<file path="src/rtl/clk_div_pkg.sv">
// Shared divisor constants for a 100 MHz board clock and the channel-select width helper.
package clk_div_pkg;

    // A divisor D gives one tick every D+1 cycles; sq runs at half the tick rate.
    localparam int unsigned DIV_1HZ   = 49_999_999;
    localparam int unsigned DIV_2HZ   = 24_999_999;
    localparam int unsigned DIV_10HZ  = 4_999_999;
    localparam int unsigned DIV_1KHZ  = 49_999;

    function automatic int unsigned ch_w(input int unsigned num_ch);
        return (num_ch <= 1) ? 1 : $clog2(num_ch);
    endfunction

endpackage

</file>
<file path="src/rtl/clk_div_channel.sv">
// One divider channel: counter, live divisor, shadow divisor and registered sq/tick outputs.
module clk_div_channel
    import clk_div_pkg::*;
#(
    parameter int unsigned CNT_W       = 27,
    parameter int unsigned DEFAULT_DIV = DIV_1HZ
) (
    input  logic             clk_i,
    input  logic             rst_i,
    input  logic             en_i,
    input  logic             clr_i,
    input  logic             wr_i,
    input  logic [CNT_W-1:0] div_i,
    output logic             sq_o,
    output logic             tick_o,
    output logic             pending_o
);

    localparam logic [CNT_W-1:0] DefDiv = CNT_W'(DEFAULT_DIV);

    logic [CNT_W-1:0] cnt_q, cnt_d;
    logic [CNT_W-1:0] div_q, div_d;
    logic [CNT_W-1:0] shadow_q, shadow_d;
    logic             sq_q, sq_d;
    logic             tick_q, tick_d;
    logic             pend_q, pend_d;
    logic             tc;

    // Terminal count only exists on an enabled, non-cleared edge.
    assign tc = en_i && !clr_i && (cnt_q == div_q);

    always_comb begin
        cnt_d    = cnt_q;
        sq_d     = sq_q;
        tick_d   = 1'b0;
        div_d    = div_q;
        shadow_d = shadow_q;
        pend_d   = pend_q;

        if (clr_i) begin
            cnt_d = '0;
            sq_d  = 1'b0;
        end else if (en_i) begin
            if (tc) begin
                cnt_d  = '0;
                sq_d   = ~sq_q;
                tick_d = 1'b1;
            end else begin
                cnt_d = cnt_q + CNT_W'(1);
            end
        end

        // Divisor changes only land on a period boundary or while the channel is stopped.
        if (wr_i) begin
            shadow_d = div_i;
            if (!en_i) begin
                div_d  = div_i;
                cnt_d  = '0;
                pend_d = 1'b0;
            end else if (tc) begin
                div_d  = div_i;
                pend_d = 1'b0;
            end else begin
                pend_d = 1'b1;
            end
        end else if (tc && pend_q) begin
            div_d  = shadow_q;
            pend_d = 1'b0;
        end
    end

    always_ff @(posedge clk_i) begin
        if (rst_i) begin
            cnt_q    <= '0;
            div_q    <= DefDiv;
            shadow_q <= DefDiv;
            sq_q     <= 1'b0;
            tick_q   <= 1'b0;
            pend_q   <= 1'b0;
        end else begin
            cnt_q    <= cnt_d;
            div_q    <= div_d;
            shadow_q <= shadow_d;
            sq_q     <= sq_d;
            tick_q   <= tick_d;
            pend_q   <= pend_d;
        end
    end

    assign sq_o      = sq_q;
    assign tick_o    = tick_q;
    assign pending_o = pend_q;

endmodule

</file>
<file path="src/rtl/prog_clock_divider.sv">
// Multi-channel programmable clock divider: decodes divisor writes and replicates the channel.
module prog_clock_divider
    import clk_div_pkg::*;
#(
    parameter  int unsigned NUM_CH      = 4,
    parameter  int unsigned CNT_W       = 27,
    parameter  int unsigned DEFAULT_DIV = DIV_1HZ,
    localparam int unsigned CH_W        = ch_w(NUM_CH)
) (
    input  logic              clk_i,
    input  logic              rst_i,
    input  logic [NUM_CH-1:0] en_i,
    input  logic              sync_clr_i,
    input  logic              cfg_wr_i,
    input  logic [CH_W-1:0]   cfg_ch_i,
    input  logic [CNT_W-1:0]  cfg_div_i,
    output logic [NUM_CH-1:0] sq_o,
    output logic [NUM_CH-1:0] tick_o,
    output logic [NUM_CH-1:0] pending_o
);

    logic [NUM_CH-1:0] wr_sel;

    for (genvar i = 0; i < NUM_CH; i++) begin : g_ch
        // Selects at or beyond NUM_CH match no channel, so those writes are dropped.
        assign wr_sel[i] = cfg_wr_i && (cfg_ch_i == CH_W'(i));

        clk_div_channel #(
            .CNT_W       (CNT_W),
            .DEFAULT_DIV (DEFAULT_DIV)
        ) u_ch (
            .clk_i     (clk_i),
            .rst_i     (rst_i),
            .en_i      (en_i[i]),
            .clr_i     (sync_clr_i),
            .wr_i      (wr_sel[i]),
            .div_i     (cfg_div_i),
            .sq_o      (sq_o[i]),
            .tick_o    (tick_o[i]),
            .pending_o (pending_o[i])
        );
    end

endmodule

</file>
<file path="config.mk">
export PLATFORM = sky130hd
export DESIGN_NAME = prog_clock_divider
export DESIGN_NICKNAME = d
export VERILOG_FILES = /design/src/rtl/clk_div_pkg.sv /design/src/rtl/clk_div_channel.sv /design/src/rtl/prog_clock_divider.sv
export SDC_FILE = /design/constraint.sdc
export NUM_CORES = 1
export LEC_CHECK = 0
export BUFFER_PORTS_ARGS = -buffer_cell sky130_fd_sc_hd__buf_2
export CAP_MARGIN = 20
export CORE_MARGIN = 1
export CORE_UTILIZATION = 40
export CTS_CLUSTER_DIAMETER = 100
export DETAILED_ROUTE_END_ITERATION = 10
export HOLD_SLACK_MARGIN = 0.05
export SETUP_SLACK_MARGIN = 0.3
export SLEW_MARGIN = 10
export SYNTH_ARGS = -nofsm -noshare
export SYNTH_HDL_FRONTEND = slang
export SYNTH_SLANG_ARGS = --single-unit
</file>
<file path="constraint.sdc">
create_clock -name clk_i -period 2.21 [get_ports clk_i]
set_input_delay 0.1105 -clock clk_i [delete_from_list [all_inputs] [get_ports clk_i]]
set_output_delay 0.1105 -clock clk_i [all_outputs]
set_load 0.01 [all_outputs]
</file>
==> results_dict.tcl <==
set metrics [dict create \
    syn_area_sq_um 15330 \
    first_global_vias 11900 \
    cp_slowest_stage_delay_ns 0.40 \
    synth_compound_area_share_pct 3.949 \
    cts_sinks 336 \
    hold_viol 0 \
    finalNonFillerCells 2388 \
    synth_top_area_cell "dfxtp_1" \
    synthesis.instances 1686 \
    ir_drop_uv 533.5 \
    dr_total_vias 12460 \
    fin_crit_ns 2.326 \
    fillers 3393 \
    cts-buffers-inserted 37 \
    drive_gt1_share_pct 32.29 \
    grt_max_degree 66 \
    grtUsageTotal_pct 21.55 \
    place_hpwl_mm 26.90 \
    finalSetupViolations 80 \
    routed-wl-met3_mm 2.030 \
    drt_iter0_drc 735 \
    clkSlewWorstSetupHoldPaths_ns 0.06 \
    cts_tree "built" \
    wl_met1_mm 20.58 \
    yosys.area_share.adder_pct 0.3264 \
    synth_edf_count 0 \
    path_max_fanout 6 \
    synth.most_common_cell "dfxtp_1" \
    worstSetupPathType "reg2reg" \
    yosysTopAreaCellShare_pct 43.86 \
    start_util_pct 40.71 \
    area_delta_synth_final_pct 32.01 \
    synth_mux_area_share_pct 8.755 \
    cts.path.max_buffers 3 \
    synth.area.top_cells "dfxtp_1 44%, xnor2_1 6.6%, xor2_1 5.4%, nand2_1 5.4%, nor2_1 5.0%" \
    rsz0062_at_grt "yes" \
    path_delay_family "simple AND/OR/NAND/NOR gates" \
    crit_buf_inv 3 \
    required_ns 2.62 \
    max-slew-margin-rel_pct 51.81 \
    finClkSkew_ns 0.01246 \
    worstMarginPinSlew_ns 0.7202 \
    avgSynthCellArea_sq_um 9.095 \
    cap_violations 0 \
    synth_top_family_by_area "simple AND/OR/NAND/NOR gates" \
    avgViaCountPerCell 5.217 \
    hp-class "in2reg" \
    outcome "finished, violations left" \
    die_h_microns 197.8 \
    start_kind "flop" \
    fin_nets 1891 \
    timing.final.ws_setup_ns -0.1157 \
    clock_latency_ns 0.52 \
    slew_viol_final 0 \
    holdWs_ns 0.05724 \
    routed-wl-met2_mm 20.18 \
    crit_chain "xor2_2, nor4_2, buf_4, nand4b_1, nor4_4, buf_6, or3_4, clkbuf_16, nor2_2" \
    n_antenna_cell 0 \
    cp.arrival_ns 2.74 \
    ys_warn_count 0 \
    yosysSeqAreaShare_pct 43.86 \
    design_area_sq_um 20240 \
    synth_top_flop_cell "dfxtp_1" \
    drc_errors 0 \
    routed.top_layer "met4" \
    grt_remaining_overflow 0 \
    ant_nets 0 \
    die_area_sq_um 39120 \
    leakagePower_uw 0.007590 \
    end_kind "flop" \
    violations "setup timing" \
    timing.final.crit_share_pct 105.2 \
    fmax_mhz 430.0 \
    core_area_sq_um 37670 \
    power_density_nw_per_um2 683.6 \
    gp_congestion 0.8742 \
    avgRoutedWirePerCell_microns 18.40 \
    async_flop_share_pct 0 \
    ys_ff_latch 336 \
    synth_xor_area_share_pct 12.16 \
    synth_nets 1727 \
    yosysUniqueCellTypes 47 \
    wirelength_mm 43.95 \
    rows 71 \
    antenna_found_initial 0 \
    htreeDepth 2 \
    synth_top_cells_by_count "336 x dfxtp_1, 221 x nand2_1, 205 x nor2_1" \
    clockRootBuffer "clkbuf_16" \
    slowest_stage "nor4_4" \
    die_w_microns 197.8 \
    drt_pre_antenna_iters 5 \
    power.total_uw 13840 \
    synth-simple-area-share_pct 27.11 \
    placed_cell_area_sq_um 16520 \
    dp.cells 2224 \
    grt_first_pass_wirelength_mm 66.03 \
    numPortBuffers 48 \
    io_pins 49 \
]
[worst paths after layout]
check / start / to / slack (ns) / depth (start not counted)
max: g_ch[2].u_ch.div_q[15] / g_ch[2].u_ch.cnt_q[8] / -0.12 / 9
min: rst_i / g_ch[2].u_ch.shadow_q[5] / 0.06 / 2
max reg2reg: g_ch[2].u_ch.div_q[15] / g_ch[2].u_ch.cnt_q[8] / -0.12 / 9
min reg2reg: g_ch[1].u_ch.shadow_q[16] / g_ch[1].u_ch.shadow_q[16] / 0.46 / 2
[repair_timing]
action                                 4_1_cts  5_1_grt
hold buffers                                30        0
pin swaps                                   30      119
gates resized for setup                    139      206
setup buffers                               30       14
cloned                                      12       12
endpoints found under the hold margin      103        0
setup endpoints to repair                  213      220
[report_power, final]
group	switching [uW]	internal, uW
registers	111	6220
logic	634	469
clock network	2540	3860
[layout by cell type (no fill, tap or decap), types with 46 or more instances in the layout]
master	synthesis	final
nor2_1	205	117
nand2_1	221	221
nor3_1	50	46
xor2_1	95	94
dfxtp_1	336	278
a21oi_1	51	50
xnor2_1	116	92
buf_2	9	47
or2_2	58	58
nor2_4	0	71
nand3b_1	81	81
buf_4	16	86
nand4_1	54	54
mux2_4	40	75
dfxtp_2	0	49
clkbuf_16	0	48
[state kept, by name (all words and copies together), names as in the netlist]
| register | count |
|---|---|
| g_ch.u_ch.tick_o | 4 |
| g_ch.u_ch.sq_o | 4 |
| g_ch.u_ch.pending_o | 4 |
| g_ch.u_ch.shadow_q | 108 |
| g_ch.u_ch.cnt_q | 108 |
| g_ch.u_ch.div_q | 108 |
[layout make-up]
| class | count | area [sq um] | share of cell area, % |
|---|---|---|---|
| repair buffers | 232 | 2396 | 11.84 |
| clock buffers | 56 | 1160 | 5.730 |
| multi-input cells | 1239 | 9101 | 44.96 |
| clock inverters | 10 | 110.1 | 0.5439 |
| flip-flops and latches | 336 | 6822 | 33.70 |
| well taps | 511 | 639.4 | 3.158 |
| inverters | 4 | 15.01 | 0.07417 |
[cell families after synthesis]
family / count (synthesis)
compound gates: 96
xor+xnor: 212
simple gates: 818
mux: 109
fa+ha+maj: 4
buf+inv: 111
flops: 336
[through the flow]
| step | util [%] | TNS (ns) | setup slack [ns] |
|---|---|---|---|
| finish | 53.74 | -5.012 | -0.1157 |
| global route | 53.74 | -12.65 | -0.1731 |
| CTS | 50.67 | -0.8823 | -0.03971 |
| detailed placement | 43.86 | -5.311 | -0.1351 |
| global placement | 43.86 | -3.150 | -0.09252 |
| floorplan | - | 0 | 0.01032 |
[routing by layer]
metal / up-vias / global-route usage [%]
li1: 6012 / -
met1: 6069 / 29.98
met2: 304 / 34.26
met3: 74 / 3.134
met4: 0 / 6.661
met5: - / 0
No activity file was read; power rests on OpenSTA's default activity.
